## config.mk

```make
export PLATFORM = sky130hd
export DESIGN_NAME = softmax_norm_stage
export DESIGN_NICKNAME = d
export VERILOG_FILES = /design/src/rtl/softmax_norm_stage.sv
export SDC_FILE = /design/constraint.sdc
export NUM_CORES = 1
export LEC_CHECK = 0
export ABC_CLOCK_PERIOD_IN_PS = 2300
export CAP_MARGIN = 20
export CORE_MARGIN = 2
export CORE_UTILIZATION = 59
export DETAILED_ROUTE_END_ITERATION = 12
export GPL_TIMING_DRIVEN = 0
export PLACE_DENSITY_LB_ADDON = 0.1
export SETUP_SLACK_MARGIN = 0.1
export SLEW_MARGIN = 5
export SYNTH_ARGS = -nofsm -noshare
export SYNTH_HDL_FRONTEND = slang
export SYNTH_SLANG_ARGS = --single-unit
```

## constraint.sdc

```tcl
create_clock -name clk -period 2.3 [get_ports clk]
set_input_delay 0.345 -clock clk [delete_from_list [all_inputs] [get_ports clk]]
set_output_delay 0.345 -clock clk [all_outputs]
set_load 0.02 [all_outputs]
```

## src/rtl/softmax_norm_stage.sv

```systemverilog
`default_nettype none
// ============================================================================
// Module  : softmax_norm_stage
// Brief   : Buffers a row of exponent values and their sum, then emits each
//           value as floor(e_i * 2^OUT_W / sum) using a bit-serial divider.
// Rev     : 1.0
// ============================================================================
module softmax_norm_stage #(
    parameter int N_SCORES = 4,
    parameter int DATA_W   = 8,
    parameter int OUT_W    = 8
) (
    input  logic              clk,
    input  logic              rst_n,
    input  logic [DATA_W-1:0] s_data,
    input  logic              s_vld,
    output logic              s_rdy,
    output logic [OUT_W-1:0]  m_data,
    output logic              m_vld,
    input  logic              m_rdy,
    output logic              m_last,
    output logic              busy
);
    localparam int SUM_W = DATA_W + $clog2(N_SCORES);
    localparam int IDX_W = $clog2(N_SCORES);
    localparam int CNT_W = $clog2(OUT_W + 2);

    localparam logic [1:0] ST_COLLECT = 2'd0;
    localparam logic [1:0] ST_DIVIDE  = 2'd1;
    localparam logic [1:0] ST_EMIT    = 2'd2;

    localparam logic [IDX_W-1:0] LAST_IDX = IDX_W'(N_SCORES - 1);
    localparam logic [CNT_W-1:0] LAST_CNT = CNT_W'(OUT_W);

    logic [1:0]        state_q, state_d;
    logic [IDX_W-1:0]  idx_q, idx_d;
    logic [SUM_W-1:0]  sum_q, sum_d;
    logic [DATA_W-1:0] row_q [N_SCORES];
    logic [DATA_W-1:0] row_d [N_SCORES];
    logic [SUM_W-1:0]  rem_q, rem_d;
    logic [OUT_W:0]    dvd_q, dvd_d;
    logic [OUT_W-1:0]  quo_q, quo_d;
    logic [CNT_W-1:0]  cnt_q, cnt_d;
    logic [OUT_W-1:0]  m_data_q, m_data_d;

    logic [IDX_W-1:0]  w_load_idx;
    logic [DATA_W-1:0] w_load_val;
    logic [SUM_W:0]    w_trial;
    logic              w_take;
    logic [OUT_W:0]    w_quotient;

    assign w_load_idx = (state_q == ST_COLLECT) ? '0 : idx_q + IDX_W'(1);
    assign w_load_val = row_q[w_load_idx];
    assign w_trial    = {rem_q, dvd_q[OUT_W]};
    // A zero sum never subtracts, so an all-zero row yields zero quotients.
    assign w_take     = (sum_q != '0) && (w_trial >= {1'b0, sum_q});
    assign w_quotient = {quo_q, w_take};

    always_comb begin
        state_d  = state_q;
        idx_d    = idx_q;
        sum_d    = sum_q;
        row_d    = row_q;
        rem_d    = rem_q;
        dvd_d    = dvd_q;
        quo_d    = quo_q;
        cnt_d    = cnt_q;
        m_data_d = m_data_q;
        case (state_q)
            ST_COLLECT: begin
                if (s_vld) begin
                    row_d[idx_q] = s_data;
                    sum_d        = sum_q + SUM_W'(s_data);
                    if (idx_q == LAST_IDX) begin
                        idx_d   = '0;
                        state_d = ST_DIVIDE;
                    end else begin
                        idx_d = idx_q + IDX_W'(1);
                    end
                end
            end
            ST_DIVIDE: begin
                rem_d = w_take ? SUM_W'(w_trial - {1'b0, sum_q}) : w_trial[SUM_W-1:0];
                dvd_d = {dvd_q[OUT_W-1:0], 1'b0};
                quo_d = w_quotient[OUT_W-1:0];
                cnt_d = cnt_q + CNT_W'(1);
                if (cnt_q == LAST_CNT) begin
                    state_d  = ST_EMIT;
                    m_data_d = w_quotient[OUT_W] ? '1 : w_quotient[OUT_W-1:0];
                end
            end
            ST_EMIT: begin
                if (m_rdy) begin
                    if (idx_q == LAST_IDX) begin
                        state_d = ST_COLLECT;
                        idx_d   = '0;
                        sum_d   = '0;
                    end else begin
                        state_d = ST_DIVIDE;
                        idx_d   = idx_q + IDX_W'(1);
                    end
                end
            end
            default: state_d = ST_COLLECT;
        endcase
        // Since e_i <= sum, the top DATA_W-1 dividend bits are already below
        // sum and seed the remainder; only OUT_W+1 bits remain to shift in.
        if ((state_d == ST_DIVIDE) && (state_q != ST_DIVIDE)) begin
            rem_d = SUM_W'(w_load_val >> 1);
            dvd_d = {w_load_val[0], OUT_W'(0)};
            quo_d = '0;
            cnt_d = '0;
        end
    end

    always_ff @(posedge clk) begin
        if (!rst_n) begin
            state_q  <= ST_COLLECT;
            idx_q    <= '0;
            sum_q    <= '0;
            rem_q    <= '0;
            dvd_q    <= '0;
            quo_q    <= '0;
            cnt_q    <= '0;
            m_data_q <= '0;
        end else begin
            state_q  <= state_d;
            idx_q    <= idx_d;
            sum_q    <= sum_d;
            rem_q    <= rem_d;
            dvd_q    <= dvd_d;
            quo_q    <= quo_d;
            cnt_q    <= cnt_d;
            m_data_q <= m_data_d;
        end
    end

    always_ff @(posedge clk) begin
        row_q <= row_d;
    end

    assign s_rdy  = (state_q == ST_COLLECT);
    assign busy   = (state_q != ST_COLLECT);
    assign m_vld  = (state_q == ST_EMIT);
    assign m_last = (state_q == ST_EMIT) && (idx_q == LAST_IDX);
    assign m_data = m_data_q;

endmodule
`default_nettype wire

```

## Yosys cells after proc, flatten, opt, wreduce, memory -nomap -nowiden

Index checks and enable logic that the tools add are counted.

- Output and inout port bits: 12
- Bits of input ports: 12
- Flip-flop bits (word level): 77

- Reductions and logical operators: 14
- Multiplexer cells: 27
- $lt $le $gt $ge: 4
- Equality and inequality tests: 9
- Bitwise logic cells: 3
- Add/subtract/negate cells: 4

Operator list:

| cell | number |
|---|---|
| $mux 10 | 4 |
| $bwmux 32 | 1 |
| $mux 8 | 4 |
| $pmux 10 s2 | 1 |
| $mux 9 | 2 |
| $bmux 8 s2 | 1 |
| $demux 8 s2 | 1 |
| $mux 2 | 8 |
| $mux 7 | 2 |
| $ge 11x10->1 | 1 |
| $add 10x8->10 | 1 |
| $reduce_bool 10->1 | 1 |
| $sub 10x10->10 | 1 |
| $ge 3x3->1 const B | 2 |
| $ne 2x1->1 const B | 3 |
| $not 2->3 | 2 |
| $pmux 2 s3 | 1 |
| $reduce_bool 2->1 | 3 |
| $add 4x1->4 const B | 1 |
| $eq 2x1->1 const B | 2 |
| $eq 2x2->1 const B | 2 |
| $eq 4x4->1 const B | 1 |
| $logic_and 1x1->1 | 4 |
| $pmux 2 s2 | 1 |
| other kinds (10) | 11 |

## Logic depth before layout (Yosys ltp)

Gate-level depths: netlist of run 1.

- Depth in word-level cells: 7
- Depth in mapped cells: 10
- Depth with buffers taken out: 10

## Worst setup path before layout of run 1

Ideal clock, no wire load.

- Path kind: register to register
- From: register sum_q[8]
- To: register rem_q[8]
- Cell stages (with the launch flop): 10
- Path slack: 261 ps
- Arrival time: 1980 ps
- Setup time: 59 ps
- Buffers on the path: 1
- Cell sequence: dfxtp_1 -> inv_1 -> ha_1 -> a21o_1 -> a211o_1 -> o211ai_2 -> o21ai_2 -> buf_6 -> a211oi_1 -> o31a_1

- Cells in the longest elaborated chain, start to end: 3
- Elaborated cells on any way between the ends: 5
- Those cells by class: add/sub: 1; order compare: 1; mux: 1; reduce/logical: 2

Ends and longest elaborated chain:

| what | RTL line | text |
|---|---|---|
| start, declared | 37 | `logic [SUM_W-1:0] sum_q, sum_d;` |
| start signal, assigned | 129 | `sum_q <= sum_d;` |
| $ge 11x10->1 or $reduce_bool 10->1 (tied branches) | 56 | `assign w_take = (sum_q != '0) && (w_trial >= {1'b0, sum_q});` |
| $logic_and 1x1->1 | 56 |  |
| $mux 10 * | 83 | `rem_d = w_take ? SUM_W'(w_trial - {1'b0, sum_q}) : w_trial[SUM_W-1:0];` |
| end signal, assigned | 130 | `rem_q <= rem_d;` |
| end, declared | 40 | `logic [SUM_W-1:0] rem_q, rem_d;` |

Every way passes the cells marked *; elsewhere a longest branch is shown, timed or not.
A chain may end at the register's enable or synchronous reset.

## Worst setup path in the final report of run 1

- From: input s_data[2]
- To: register sum_q[8]

- Cells in the longest elaborated chain, start to end: 3

Ends and longest elaborated chain:

| what | RTL line | text |
|---|---|---|
| start, declared | 15 | `input logic [DATA_W-1:0] s_data,` |
| $add 10x8->10 | 73 | `sum_d = sum_q + SUM_W'(s_data);` |
| $mux 10 | 71 | `if (s_vld) begin` |
| $pmux 10 s2 | 69 | `case (state_q)` |

Every way passes these cells. The select of a mux whose other input is x is not followed.

==> results of run 1 <==
## stage by stage
step                hold WS [ns]  setup TNS [ns]  worst slack (ns)  cells  power (uW)
CTS                        0.475               0             0.102    544        3140
global route               0.311               0             0.107    546        3350
floorplan                  0.444               0             0.261    425        1970
finish                     0.318               0             0.180    546        3200
detailed placement         0.462           -3.19            -0.330    528        2120
global placement           0.454           -2.30            -0.295    528        2100
## worst max-delay path, stage by stage
cell and delay (ns):
clkdlybuf4s50_1 0.49, ha_1 0.38, nor2b_1 0.15, o21a_1 0.19
o21ai_2 0.19, a211oi_2 0.11, or4_1 0.48, nand3_1 0.09
## flip-flops by register name (all words and copies together), names as in the netlist
| signal | count |
|---|---|
| cnt_q | 4 |
| quo_q | 8 |
| state_q | 2 |
| sum_q | 10 |
| rem_q | 10 |
| dvd_q | 1 |
| row_q | 32 |
| m_data | 8 |
| idx_q | 2 |
## cells by family after synthesis
logic type	Yosys count	share of synthesized area [%]
compound gates	108	18.5
mux	3	0.747
buf+inv	41	4.58
xor+xnor	14	3.05
simple gates	156	18.3
fa+ha+maj	26	8.47
flops	77	46.3
## layout by cell type (no fill, tap or decap), drive strengths merged, types with 3 or more instances in the layout
master          n
nor2           51
clkbuf         16
buf            14
o211ai          4
a21oi          25
nor4            4
nand4           4
nand3           8
dfxtp          45
xor2            5
inv            26
a22oi           5
xnor2           9
nand3b          3
a221oi          7
a311oi          6
a211oi         24
clkdlybuf4s50  21
and3            4
o21ai          16
edfxtp         32
ha             24
nor3            6
a21o            3
nand2          50
nand2b          6
mux2i           3
a31oi           8
or3             3
nor2b          13
## Yosys cell counts, types with 3 or more instances
master and instances:
a21o_1 3, or3_1 3, nor3_1 6, buf_1 3
xor2_1 5, o21ai_1 4, nand4_1 4, a211oi_1 24
a21oi_1 24, nand3_1 8, a22oi_1 5, a221oi_1 7
nand2b_1 5, xnor2_1 9, o21ai_2 3, buf_2 6
a31oi_1 8, nand2_1 50, and3_1 4, dfxtp_1 45
a311oi_1 6, edfxtp_1 32, nor2_1 50, nor2b_1 13
o211ai_1 3, ha_1 24, clkbuf_1 5, inv_1 23
nand3b_1 3, buf_6 3, nor4_1 3, o21ai_0 9
mux2i_1 3
## repair_timing
item,in CTS,in global routing
resized for setup,10,23
pin swaps,1,4
cloned,0,0
endpoints found under the setup margin,21,16
buffers inserted,0,2
## worst paths after layout
check	startpoint	end	slack, ns	cells past startpoint
max	s_data[2]	sum_q[8]	0.18	8
min	s_data[0]	row_q[0]	0.32	1
max reg2reg	sum_q[7]	rem_q[7]	0.21	9
min reg2reg	quo_q[6]	quo_q[7]	0.47	2
## cell type report
cell class / count / area [sq um]
Buffer: 17 / 103
Clock buffer: 11 / 163
Clock inverter: 5 / 38.8
Fill cell: 515 / 1950
Inverter: 24 / 90.1
Multi-Input combinational cell: 307 / 2110
Sequential cell: 77 / 1870
Tap cell: 80 / 100
Timing Repair Buffer: 25 / 263
## report_power, final
part           switching (uW)  internal [uW]  total [uW]  leakage (uW)
clock                     536            495        1030      0.000101
sequential               47.2           1480        1530      0.000660
combinational             381            261         642      0.000954
total                     964           2240        3200       0.00172
## per-layer routing
metal  vias up  track usage [%]
met2        76             40.8
met1      1591             35.8
li1       1608                -
met5         -                0
met4         0             10.8
met3        13             6.95
==> results.toml, run 1 <==
[detailed_routing]
wirelength_um = 9300
drc = 0
final_antenna_net_count = 0
drt-initial-drc-count = 266
num_vias = 3288
post_drt_wl_per_cell_um = 17.0
top_layer = "met4"
wl_met1_um = 4300
drt-pass1-iter-count = 4
dr_wl_met3_um = 489
route.met2.wl_um = 4320
viasPerCell = 6.02

[cts]
cts_buffers = 9
root_buffer = "clkbuf_8"
htreeDepth = 3
hold_buffers = 0
cts.sinks = 77
clk_path_buf_depth = 2
cts_tree = "done"
clk_latency_ns = 0.36
path_clk_slew_ns = 0.09

[timing]
fmax_ghz = 0.472
finalSetupViolations = 0
post-route-period-util_pct = 92.2
slew_headroom_pct = 51.7
hold_violations = 0
fin_skew_ns = 0.00860
period_needed_ns = 2.12
rsz0062_at_grt = "no"
worst_pin_slew_ns = 0.722
slew_viol_final = 0

[logic_synthesis]
synthArstFlopShare_pct = 0
ys_seq_area_share_pct = 46.3
syn_avg_cell_area_sq_um = 9.46
ys_warn_count = 0
synth_edf_count = 32
synthesis.nets = 463
synthFlopType = "dfxtp_1"
ys_ff_latch = 77
ys_top_cells_by_area = "edfxtp_1, dfxtp_1, ha_1, nand2_1, nor2_1"
syn_area_sq_mm = 0.00402
synthDistinctLibCells = 52
yosys.area.top_type = "edfxtp_1"
synth_top_area_share_pct = 23.9
synthCells = 425

[critical_path]
crit_type = "in -> reg"
critPathRequiredTime_ns = 2.60
endpoint_kind = "flop"
cp-start-kind = "input port"
arrival_ns = 2.42
crit_fanout = 5

[worst_hold_path]
hp-class = "in -> reg"

[final_layout]
finalNetCount = 499
drive_above_1_share_pct = 12.9
fin_area_sq_mm = 0.00473
area_delta_synth_final_pct = 17.8
utilization_pct = 70.8
diodes = 0

[global_routing]
first_global_vias = 3191
gr-total-overflow = 0
grt_antenna_before_repair = 0
grt_pass1_wl_um = 15300
grt_util_all_layers_pct = 26.6
grt_max_degree = 15

[placement]
place_hpwl_um = 6580
routabilityCongestion = 0.889
port_buffers = 23
postPlaceCellArea_sq_mm = 0.00435

[floorplanning]
coreArea_sq_mm = 0.00668
die_x_um = 86.5
start_util_pct = 60.1
fp-row-count = 30
ioPinCount = 24
die_height_um = 86.5
fp.dieArea_sq_mm = 0.00749

[power_and_ir_drop]
power_leakage_uw = 0.00172
power_density_mw_per_mm2 = 677
vdd_drop_max_mv = 0.375

[job]
drv_cap = 0

[status]
status = "completed"
(Power assumes the default switching activity.)
==> run 2, diff against run 1 <==
--- a/config.mk
+++ b/config.mk
@@ -5,10 +5,11 @@
 export SDC_FILE = /design/constraint.sdc
 export NUM_CORES = 1
 export LEC_CHECK = 0
+export ABC_AREA = 1
 export ABC_CLOCK_PERIOD_IN_PS = 2300
 export CAP_MARGIN = 20
 export CORE_MARGIN = 2
-export CORE_UTILIZATION = 59
+export CORE_UTILIZATION = 60
 export DETAILED_ROUTE_END_ITERATION = 12
 export GPL_TIMING_DRIVEN = 0
 export PLACE_DENSITY_LB_ADDON = 0.1
==> results.toml, run 2 <==
[critical_path]
cp.depth = 10
crit_chain = "clkdlybuf4s50_1 -> ha_1 -> inv_1 -> fa_1 -> o21ai_2 -> a21oi_1 -> nor2_1 -> nor2_1 -> nand2_1 -> a21oi_1"
critPathRequiredTime_ns = 2.53
r2r_cells = 12
crit_type = "in -> reg"
endpoint_kind = "flop"
arrival_ns = 2.29
cp-start-kind = "input port"
crit_fanout = 5
cp_slowest_cell = "clkdlybuf4s50_1"
slowest_delay_ns = 0.63
path_buf_inv = 2
cpLargestDelayFamily = "buffers and inverters"

[floorplanning]
die_x_um = 88.0
coreArea_sq_mm = 0.00679
ioPinCount = 24
die_height_um = 88.0
start_util_pct = 62.2
fp.dieArea_sq_mm = 0.00774
fp-row-count = 30

[cts]
htreeDepth = 3
clk_path_buf_depth = 2
clk_latency_ns = 0.36
cts_tree = "done"
post-cts-setup-buffer-count = 0
cts_buffers = 9
path_clk_slew_ns = 0.09
root_buffer = "clkbuf_8"
cts.sinks = 77
hold_buffers = 0

[timing]
period_needed_ns = 2.07
finalSetupViolations = 0
slew_headroom_pct = 46.0
hold_violations = 0
rsz0062_at_grt = "no"
whs_ns = 0.487
worst_pin_slew_ns = 0.807
post-route-period-util_pct = 89.9
fmax_ghz = 0.484
slew_viol_final = 0
fin_skew_ns = 0.00903

[placement]
place_hpwl_um = 6960
port_buffers = 23
routabilityCongestion = 0.907
place_inst = 657

[detailed_routing]
num_vias = 3604
wirelength_um = 9480
drt-pass1-iter-count = 5
final_antenna_net_count = 0
viasPerCell = 5.36
post_drt_wl_per_cell_um = 14.1
drc = 0
drt-initial-drc-count = 275

[global_routing]
grt_antenna_before_repair = 0
gr-total-overflow = 0
grt_max_degree = 14
first_global_vias = 3359
grt_pass1_wl_um = 16000
grt_util_all_layers_pct = 26.8

[logic_synthesis]
synth_edf_count = 32
syn_avg_cell_area_sq_um = 7.86
ys_seq_area_share_pct = 44.0
synth_top_area_share_pct = 22.7
syn_area_sq_mm = 0.00423
ys_ff_latch = 77
synthArstFlopShare_pct = 0
synthFlopType = "dfxtp_1"
synthDistinctLibCells = 37
ys_warn_count = 0
synthesis.nets = 576
ys_top_cells_by_area = "edfxtp_1, dfxtp_1, nand2_1, ha_1, inv_1"
synthCells = 538
yosys.area.top_type = "edfxtp_1"
synth_commonest_cells = "nand2_1, inv_1, nor2_1"
yosysMostFrequentCell = "nand2_1"

[final_layout]
finalNetCount = 610
largest_reg_flops = 32
diodes = 0
final_common_cell = "nand2_1"
area_delta_synth_final_pct = 13.8
top_register = "row_q"
reg.largest.list = "row_q x32, rem_q x10, sum_q x10"
drive_above_1_share_pct = 8.67
final_cell_mix = "nand2_1, inv_1, nor2_1"
fillers = 558
fin_cells = 673

[power_and_ir_drop]
intPower_uw = 2260
power_density_mw_per_mm2 = 673
fin_total_pwr_uw = 3240
seqPwrFrac_pct = 46.4
net-switching-power_uw = 980
vdd_drop_max_mv = 0.408
power_leakage_uw = 0.00219
switching_share_pct = 30.3
p_clk_share_pct = 33.7
p_comb_share_pct = 19.9

[status]
status = "completed"

[job]
drv_cap = 0

[worst_hold_path]
hold_path_depth = 2
hp-class = "reg -> reg"
## run 2: worst min-delay path: stages (launching register included)
cell and delay [ns]:
dfxtp_1 0.33, nand2_1 0.07, a21oi_1 0.05
## run 2: routing by layer
layer | routed length (um) | part of all wire (%) | track usage, %
met5 | 0 | 0 | 0
met4 | 134 | 1.4 | 6.71
met2 | 4290 | 45 | 41.3
met1 | 4550 | 48 | 38.8
met3 | 506 | 5.3 | 5.94
## run 2: per-stage QoR
step	cell area, sq um	TNS [ns]	worst slack [ns]	util, %
after detailed placement	4580	-0.823	-0.323	67.4
after global routing	4810	0	0.0966	70.8
after CTS	4790	0	0.200	70.5
after global placement	4580	-0.664	-0.262	67.4
after floorplan	4230	0	0.482	-
final	4810	0	0.233	70.8
## run 2: what timing repair did
item | 4_1_cts | 5_1_grt
setup endpoints to repair | 13 | 12
hold endpoints to repair | 0 | 0
resized for setup | 3 | 7
## run 2: cell families (layout without fill, tap and decap cells)
kind of cell | after synthesis | count (layout) | synth area share, %
flip-flops | 77 | 77 | 44.0
AND/OR/NAND/NOR | 249 | 249 | 26.6
AO/OA/AOI/OAI | 85 | 85 | 10.9
XOR/XNOR | 7 | 7 | 1.45
buffers and inverters | 94 | 133 | 8.99
adder cells (fa/ha/maj) | 26 | 26 | 8.05
## run 2: path summary, 6_finish.rpt
| path | startpoint | endpoint | slack [ns] |
|---|---|---|---|
| setup / recovery | s_data[0] | sum_q[6] | 0.23 |
| hold / removal | quo_q[0] | quo_q[1] | 0.49 |
| setup reg to reg | idx_q[0] | rem_q[5] | 0.28 |
| hold reg to reg | quo_q[0] | quo_q[1] | 0.49 |
## run 2: power groups by stage
stage | clock [uW] | combinational (uW) | sequential, uW
floorplan | 0 | 456 | 1520
global placement | 0 | 593 | 1530
detailed placement | 0 | 606 | 1530
CTS | 1100 | 613 | 1500
global route | 1160 | 720 | 1510
finish | 1090 | 644 | 1500
## run 2: layout make-up
| type | count | area (sq um) | area share (%) |
|---|---|---|---|
| clock buffer | 12 | 155 | 3.22 |
| clock inverter | 4 | 53.8 | 1.12 |
| sequential | 77 | 1860 | 38.7 |
| tap | 96 | 120 | 2.50 |
| buffer | 13 | 80.1 | 1.66 |
| multi-input combinational | 367 | 2010 | 41.7 |
| inverter | 81 | 304 | 6.32 |
| timing repair buffer | 23 | 229 | 4.76 |
==> run 3, diff against run 2 <==
--- a/config.mk
+++ b/config.mk
@@ -5,11 +5,11 @@
 export SDC_FILE = /design/constraint.sdc
 export NUM_CORES = 1
 export LEC_CHECK = 0
-export ABC_AREA = 1
 export ABC_CLOCK_PERIOD_IN_PS = 2300
 export CAP_MARGIN = 20
 export CORE_MARGIN = 2
-export CORE_UTILIZATION = 60
+export CORE_UTILIZATION = 59
+export CTS_BUF_LIST = sky130_fd_sc_hd__clkbuf_8 sky130_fd_sc_hd__clkbuf_16
 export DETAILED_ROUTE_END_ITERATION = 12
 export GPL_TIMING_DRIVEN = 0
 export PLACE_DENSITY_LB_ADDON = 0.1
==> results of run 3 <==
Final layout, timing and power as in run 1 (identical DEF).
